**src/rtl/qoa_mac_sequencer_if.sv**
```systemverilog
// Bus between the prediction sequencer and the shared multiplier/adder unit.
// The sequencer drives the master side and the arithmetic unit drives the slave side.
interface qoa_mac_sequencer_if;
  // Handshake: mul_restart is a one-cycle pulse that launches a product of mul_a*mul_b.
  // The product is taken from mul_result on the first cycle that mul_done is high.
  // add_sel=1 hands the adder to the sequencer (seq_term1+seq_term2 -> add_sum).
  // add_sel=0 leaves the adder with the multiplier, and both terms are then 0.
  logic        mul_restart;
  logic [15:0] mul_a;
  logic [15:0] mul_b;
  logic        mul_done;
  logic [31:0] mul_result;
  logic        add_sel;
  logic [31:0] seq_term1;
  logic [31:0] seq_term2;
  logic [31:0] add_sum;

  modport master (
    output mul_restart, mul_a, mul_b, add_sel, seq_term1, seq_term2,
    input  mul_done, mul_result, add_sum
  );

  modport slave (
    input  mul_restart, mul_a, mul_b, add_sel, seq_term1, seq_term2,
    output mul_done, mul_result, add_sum
  );
endinterface

```
**src/rtl/qoa_mac_sequencer.sv**
```systemverilog
// QOA LMS prediction: four signed hist*weight taps through the shared multiplier,
// accumulated on the shared adder, then arithmetically shifted by FRAC_SHIFT.
module qoa_mac_sequencer #(
  parameter int FRAC_SHIFT = 13,
  parameter int TIMEOUT    = 40
) (
  input  logic                  clk,
  input  logic                  rst_n,
  input  logic                  start,
  input  logic [63:0]           hist,
  input  logic [63:0]           weight,
  output logic                  busy,
  output logic                  done,
  output logic [31:0]           pred,
  output logic                  err,
  qoa_mac_sequencer_if.master   arith,
  output logic [2:0]            state_dbg,
  output logic [31:0]           acc_dbg
);

  typedef enum logic [2:0] {
    S_IDLE      = 3'd0,
    S_MUL_START = 3'd1,
    S_MUL_WAIT  = 3'd2,
    S_ACC       = 3'd3,
    S_FINISH    = 3'd4
  } state_t;

  state_t      state_q, state_d;
  logic [1:0]  tap_q, tap_d;
  logic [31:0] acc_q, acc_d;
  logic [5:0]  wd_q, wd_d;
  logic [31:0] pred_q, pred_d;
  logic        err_q, err_d;

  logic [15:0]        tap_hist;
  logic [15:0]        tap_weight;
  logic signed [31:0] sum_s;

  assign tap_hist   = hist[{tap_q, 4'b0000} +: 16];
  assign tap_weight = weight[{tap_q, 4'b0000} +: 16];
  assign sum_s      = arith.add_sum;

  always_ff @(posedge clk or negedge rst_n) begin
    if (!rst_n) begin
      state_q <= S_IDLE;
      tap_q   <= 2'd0;
      acc_q   <= 32'd0;
      wd_q    <= 6'd0;
      pred_q  <= 32'd0;
      err_q   <= 1'b0;
    end else begin
      state_q <= state_d;
      tap_q   <= tap_d;
      acc_q   <= acc_d;
      wd_q    <= wd_d;
      pred_q  <= pred_d;
      err_q   <= err_d;
    end
  end

  always_comb begin
    state_d = state_q;
    tap_d   = tap_q;
    acc_d   = acc_q;
    wd_d    = wd_q;
    pred_d  = pred_q;
    err_d   = err_q;
    case (state_q)
      S_IDLE: begin
        if (start) begin
          acc_d   = 32'd0;
          tap_d   = 2'd0;
          err_d   = 1'b0;
          state_d = S_MUL_START;
        end
      end
      S_MUL_START: begin
        wd_d    = 6'd0;
        state_d = S_MUL_WAIT;
      end
      S_MUL_WAIT: begin
        // A stalled multiplier aborts the sample; pred keeps the last good value.
        if (arith.mul_done) begin
          state_d = S_ACC;
        end else if (wd_q == 6'(TIMEOUT - 1)) begin
          err_d   = 1'b1;
          state_d = S_IDLE;
        end else begin
          wd_d = wd_q + 6'd1;
        end
      end
      S_ACC: begin
        acc_d = arith.add_sum;
        if (tap_q == 2'd3) begin
          pred_d  = sum_s >>> FRAC_SHIFT;
          state_d = S_FINISH;
        end else begin
          tap_d   = tap_q + 2'd1;
          state_d = S_MUL_START;
        end
      end
      S_FINISH: begin
        state_d = S_IDLE;
      end
      default: begin
        state_d = S_IDLE;
      end
    endcase
  end

  always_comb begin
    busy              = (state_q != S_IDLE);
    done              = (state_q == S_FINISH);
    pred              = pred_q;
    err               = err_q;
    arith.mul_restart = (state_q == S_MUL_START);
    arith.mul_a       = busy ? tap_hist : 16'd0;
    arith.mul_b       = busy ? tap_weight : 16'd0;
    arith.add_sel     = (state_q == S_ACC);
    arith.seq_term1   = arith.add_sel ? acc_q : 32'd0;
    arith.seq_term2   = arith.add_sel ? arith.mul_result : 32'd0;
    state_dbg         = state_q;
    acc_dbg           = acc_q;
  end

endmodule
```
**src/flat_wrapper.sv**
```systemverilog
// flat-port wrapper written by rule: the top's interface ports become plain ports
module qoa_mac_sequencer_flat 
#(
  parameter int FRAC_SHIFT = 13,
  parameter int TIMEOUT    = 40
)
  (clk, rst_n, start, hist, weight, busy, done, pred, err, state_dbg, acc_dbg, arith_mul_restart, arith_mul_a, arith_mul_b, arith_add_sel, arith_seq_term1, arith_seq_term2, arith_mul_done, arith_mul_result, arith_add_sum);
  qoa_mac_sequencer_if arith_i ();
  input  logic clk;
  input  logic rst_n;
  input  logic start;
  input  logic [63:0] hist;
  input  logic [63:0] weight;
  output logic busy;
  output logic done;
  output logic [31:0] pred;
  output logic err;
  output logic [2:0] state_dbg;
  output logic [31:0] acc_dbg;
  output wire logic [$bits(arith_i.mul_restart)-1:0] arith_mul_restart;
  output wire logic [$bits(arith_i.mul_a)-1:0] arith_mul_a;
  output wire logic [$bits(arith_i.mul_b)-1:0] arith_mul_b;
  output wire logic [$bits(arith_i.add_sel)-1:0] arith_add_sel;
  output wire logic [$bits(arith_i.seq_term1)-1:0] arith_seq_term1;
  output wire logic [$bits(arith_i.seq_term2)-1:0] arith_seq_term2;
  input wire logic [$bits(arith_i.mul_done)-1:0] arith_mul_done;
  input wire logic [$bits(arith_i.mul_result)-1:0] arith_mul_result;
  input wire logic [$bits(arith_i.add_sum)-1:0] arith_add_sum;
  assign arith_mul_restart = arith_i.mul_restart;
  assign arith_mul_a = arith_i.mul_a;
  assign arith_mul_b = arith_i.mul_b;
  assign arith_add_sel = arith_i.add_sel;
  assign arith_seq_term1 = arith_i.seq_term1;
  assign arith_seq_term2 = arith_i.seq_term2;
  assign arith_i.mul_done = arith_mul_done;
  assign arith_i.mul_result = arith_mul_result;
  assign arith_i.add_sum = arith_add_sum;
  qoa_mac_sequencer #(.FRAC_SHIFT(FRAC_SHIFT), .TIMEOUT(TIMEOUT)) u_core (.clk(clk), .rst_n(rst_n), .start(start), .hist(hist), .weight(weight), .busy(busy), .done(done), .pred(pred), .err(err), .arith(arith_i), .state_dbg(state_dbg), .acc_dbg(acc_dbg));
endmodule
```
**config.mk**
```make
export PLATFORM = sky130hd
export DESIGN_NAME = qoa_mac_sequencer_flat
export DESIGN_NICKNAME = d
export VERILOG_FILES = /design/src/rtl/qoa_mac_sequencer_if.sv /design/src/rtl/qoa_mac_sequencer.sv /design/src/flat_wrapper.sv
export SDC_FILE = /design/constraint.sdc
export NUM_CORES = 1
export LEC_CHECK = 0
export BUFFER_PORTS_ARGS = -buffer_cell sky130_fd_sc_hd__buf_4
export CAP_MARGIN = 5
export CORE_AREA = 2 2 142 144
export CTS_CLUSTER_SIZE = 24
export DETAILED_ROUTE_END_ITERATION = 12
export DIE_AREA = 0 0 144 146
export GPL_ROUTABILITY_DRIVEN = 0
export PLACE_DENSITY_LB_ADDON = 0.12
export SLEW_MARGIN = 25
export SYNTH_ARGS = -nofsm -noshare
export SYNTH_HDL_FRONTEND = slang
export SYNTH_SLANG_ARGS = --single-unit
```
**constraint.sdc**
```tcl
create_clock -name clk -period 2.1 [get_ports clk]
set_input_delay 0.21 -clock clk [delete_from_list [all_inputs] [get_ports clk]]
set_output_delay 0.21 -clock clk [all_outputs]
set_load 0.02 [all_outputs]
```
==> impl_metrics.csv <==
group,metric,value,unit
outcome,outcome,"finished clean",
synth,ys_seq_elements,63,
synth,yosysWarnings,0,
clock_network,ctsHtreeMaxLevel,3,
synth,synthTopCellsByCount,"64 x and2_1, 63 x dfrtp_1, 32 x a22o_1, 32 x mux4_2, 32 x nor2b_1",
global_route,grt.total_usage,0.158,
synth,avgSynthCellArea,11.8,sq um
job,maxCapViolCount,0,
placement,numPortBuffers,363,
clock_network,clkSinkCount,63,
routing,dr.pass1.iters,4,
final_layout,drive_above_1_share,0.663,
placement,hpwl,13800,um
critical_path,path_cells,"buf_12 -> clkbuf_16 -> mux4_2 -> nor2b_1 -> buf_4",
pwr,seq_power_share,0.196,
die,die_w,144,um
routing,wl_per_cell,18.5,um
synth,ys_seq_area_frac,0.390,
critical_path,critPathLaunchType,"flop",
critical_path,endpoint_kind,"output pin",
pwr,powerDensity,1410,mW/mm^2
synth,synthCells,342,
critical_path,crit_slowest_cell,"mux4_2",
die,start_util,0.209,
global_route,grt_pass1_wl,25400,um
clock_network,insertion_delay,0.32,ns
synth,synth_area_leader_cell,"dfrtp_1",
pwr,switchingPower,4.47,mW
synth,synth_top_cell_area_share,0.390,
clock_network,clk_pin_slew_worst_paths,0.06,ns
sta,finalMaxSlewViolations,0,
clock_network,clockBufferDepth,2,
pwr,worst_ir_drop_vdd,0.600,mV
synth,synth_flop_cell,"dfrtp_1",
sta,finalSetupViolCount,0,
clock_network,cts-root-buf,"clkbuf_16",
sta,period_minus_slack,2.03,ns
die,num_rows,51,
critical_path,cp.arrival,1.82,ns
global_route,grt_pass1_vias,4329,
synth,async_flop_share,1.00,
critical_path,cp.required,1.89,ns
synth,ys_types,39,
global_route,grt_max_degree,94,
routing,vias,4197,
pwr,power.total,10.6,mW
final_layout,synthToLayoutAreaGrowth,85.6,%
die,core,0.0193,sq mm
synth,syn-cell-area,0.00404,sq mm
routing,drc_errors,0,
routing,ant_nets,0,
die,fp.dieArea,0.0210,sq mm
final_layout,utilization,0.388,
final_layout,diodes,0,
sta,finalHoldViolCount,0,
critical_path,critPathKind,"reg -> out",
global_route,antenna_found_initial,0,
pwr,power.leakage,3.73,nW
pwr,p_comb_frac,0.650,
sta,max_freq,493,MHz
final_layout,fin_nets,890,
sta,worst_slew_pin_slew,0.857,ns
clock_network,numCtsBuffers,9,
sta,finalClockSkew,0.00900,ns
synth,synth.area.top_cells,"dfrtp_1 39%, mux4_2 18%, and2_1 9.9%",
die,fp.dieH,146,um
routing,drtIter0Drc,151,
pwr,swShare,0.421,
synth,synth_most_common_cell,"and2_1",
clock_network,cts_tree,"built",
die,ios,364,
sta,post-route-period-util,0.967,
global_route,grt_overflow,0,
routing,viasPerCell,4.36,
synth,synth-edff-count,0,
routing,wl,17800,um
synth,syn_nets,540,
worst_hold_path,hold_class,"in -> reg",
critical_path,max_stage_delay,0.50,ns
sta,relSlewSlack,0.429,
pwr,clock_power_share,0.154,
critical_path,cp_max_fo,7,
pwr,intPower,6.15,mW
## state kept, by name, indices dropped and copies added (netlist names)
| register | flops |
|---|---|
| u_core.pred | 19 |
| u_core.acc_dbg | 32 |
| u_core.state_dbg | 3 |
| u_core.err | 1 |
| u_core.wd_q | 6 |
| u_core.tap_q | 2 |
## metal layers
layer  GRT usage  share of wire
met1       0.176           0.37
met2       0.290           0.53
met3      0.0431          0.087
met4      0.0490          0.021
met5           0              0
## layout make-up
type	count	area, sq um
fill	1917	11800
timing repair buffer	384	3040
multi-input combinational	230	2210
sequential	63	1580
tap	265	332
clock buffer	10	239
clock inverter	6	92.6
inverter	4	15.0
## through the flow
stage                     setup slack (ns)  TNS (ns)  cell area [sq um]  hold slack [ns]  cells
after floorplan                      0.322         0               4040          -0.0856    342
after global placement               0.274         0               7000            0.241    938
after detailed placement             0.253         0               7000            0.248    938
after CTS                         -0.00555  -0.00556               7400           0.0933    958
after global routing              -0.00461  -0.00973               7500           0.0888    962
final                               0.0697         0               7500            0.110    962
## path summary, 6_finish.rpt
check	startpoint	endpoint	slack (ns)	cells past startpoint
worst max-delay path	u_core.tap_q[0]	arith_mul_b[2]	0.07	5
worst min-delay path	arith_add_sum[3]	u_core.acc_dbg[3]	0.11	2
worst max register to register	u_core.tap_q[0]	u_core.pred[16]	0.24	6
worst min register to register	u_core.wd_q[5]	u_core.wd_q[5]	0.49	1
max in group asynchronous	rst_n	u_core.acc_dbg[20]	1.13	3
min in group asynchronous	rst_n	u_core.acc_dbg[26]	0.42	2
## what timing repair did
action / 4_1_cts / 5_1_grt
hold endpoints to repair: 38 / 0
pin swaps: 0 / 0
setup buffers: 2 / 1
endpoints found under the setup margin: 30 / 86
hold buffers: 1 / 0
resized for setup: 3 / 2
cloned: 1 / 3
## power groups by stage
stage | logic (mW) | clock network [mW] | registers (mW)
final | 6.90 | 1.63 | 2.08
after CTS | 6.76 | 1.70 | 2.11
after floorplan | 3.47 | 0 | 2.58
after global routing | 7.36 | 1.75 | 2.16
after global placement | 6.61 | 0 | 2.10
after detailed placement | 6.65 | 0 | 2.10
## cells in the final DEF (no fill, tap or decap), types with 2 or more instances in the layout
master	count
nand2_1	7
buf_16	2
buf_6	2
bufinv_16	2
nor2_1	3
o211ai_1	2
o21ai_0	2
a22o_1	32
clkinvlp_4	2
nor3b_1	3
inv_1	4
dfrtp_1	62
mux4_2	32
ha_1	2
or3b_2	2
buf_4	372
mux2_2	19
nand3_1	5
buf_12	4
mux2i_1	4
and2_1	64
nor2b_1	31
clkbuf_16	12
o22a_1	2
## worst max-delay path, delay by kind of cell, from the launching register on
family / cells / cell delay, ns
muxes: 1 / 0.50
buffers and inverters: 3 / 0.48
DFF: 1 / 0.37
and+or+nand+nor: 1 / 0.14
## kinds of logic after synthesis
logic type,share of synthesized area
multiplexers,0.241
flip-flops,0.390
XOR/XNOR,0.00217
AO/OA/AOI/OAI,0.0968
AND/OR/NAND/NOR,0.198
buffers and inverters,0.0659
adder cells (fa/ha/maj),0.00619
(Power assumes the default switching activity.)
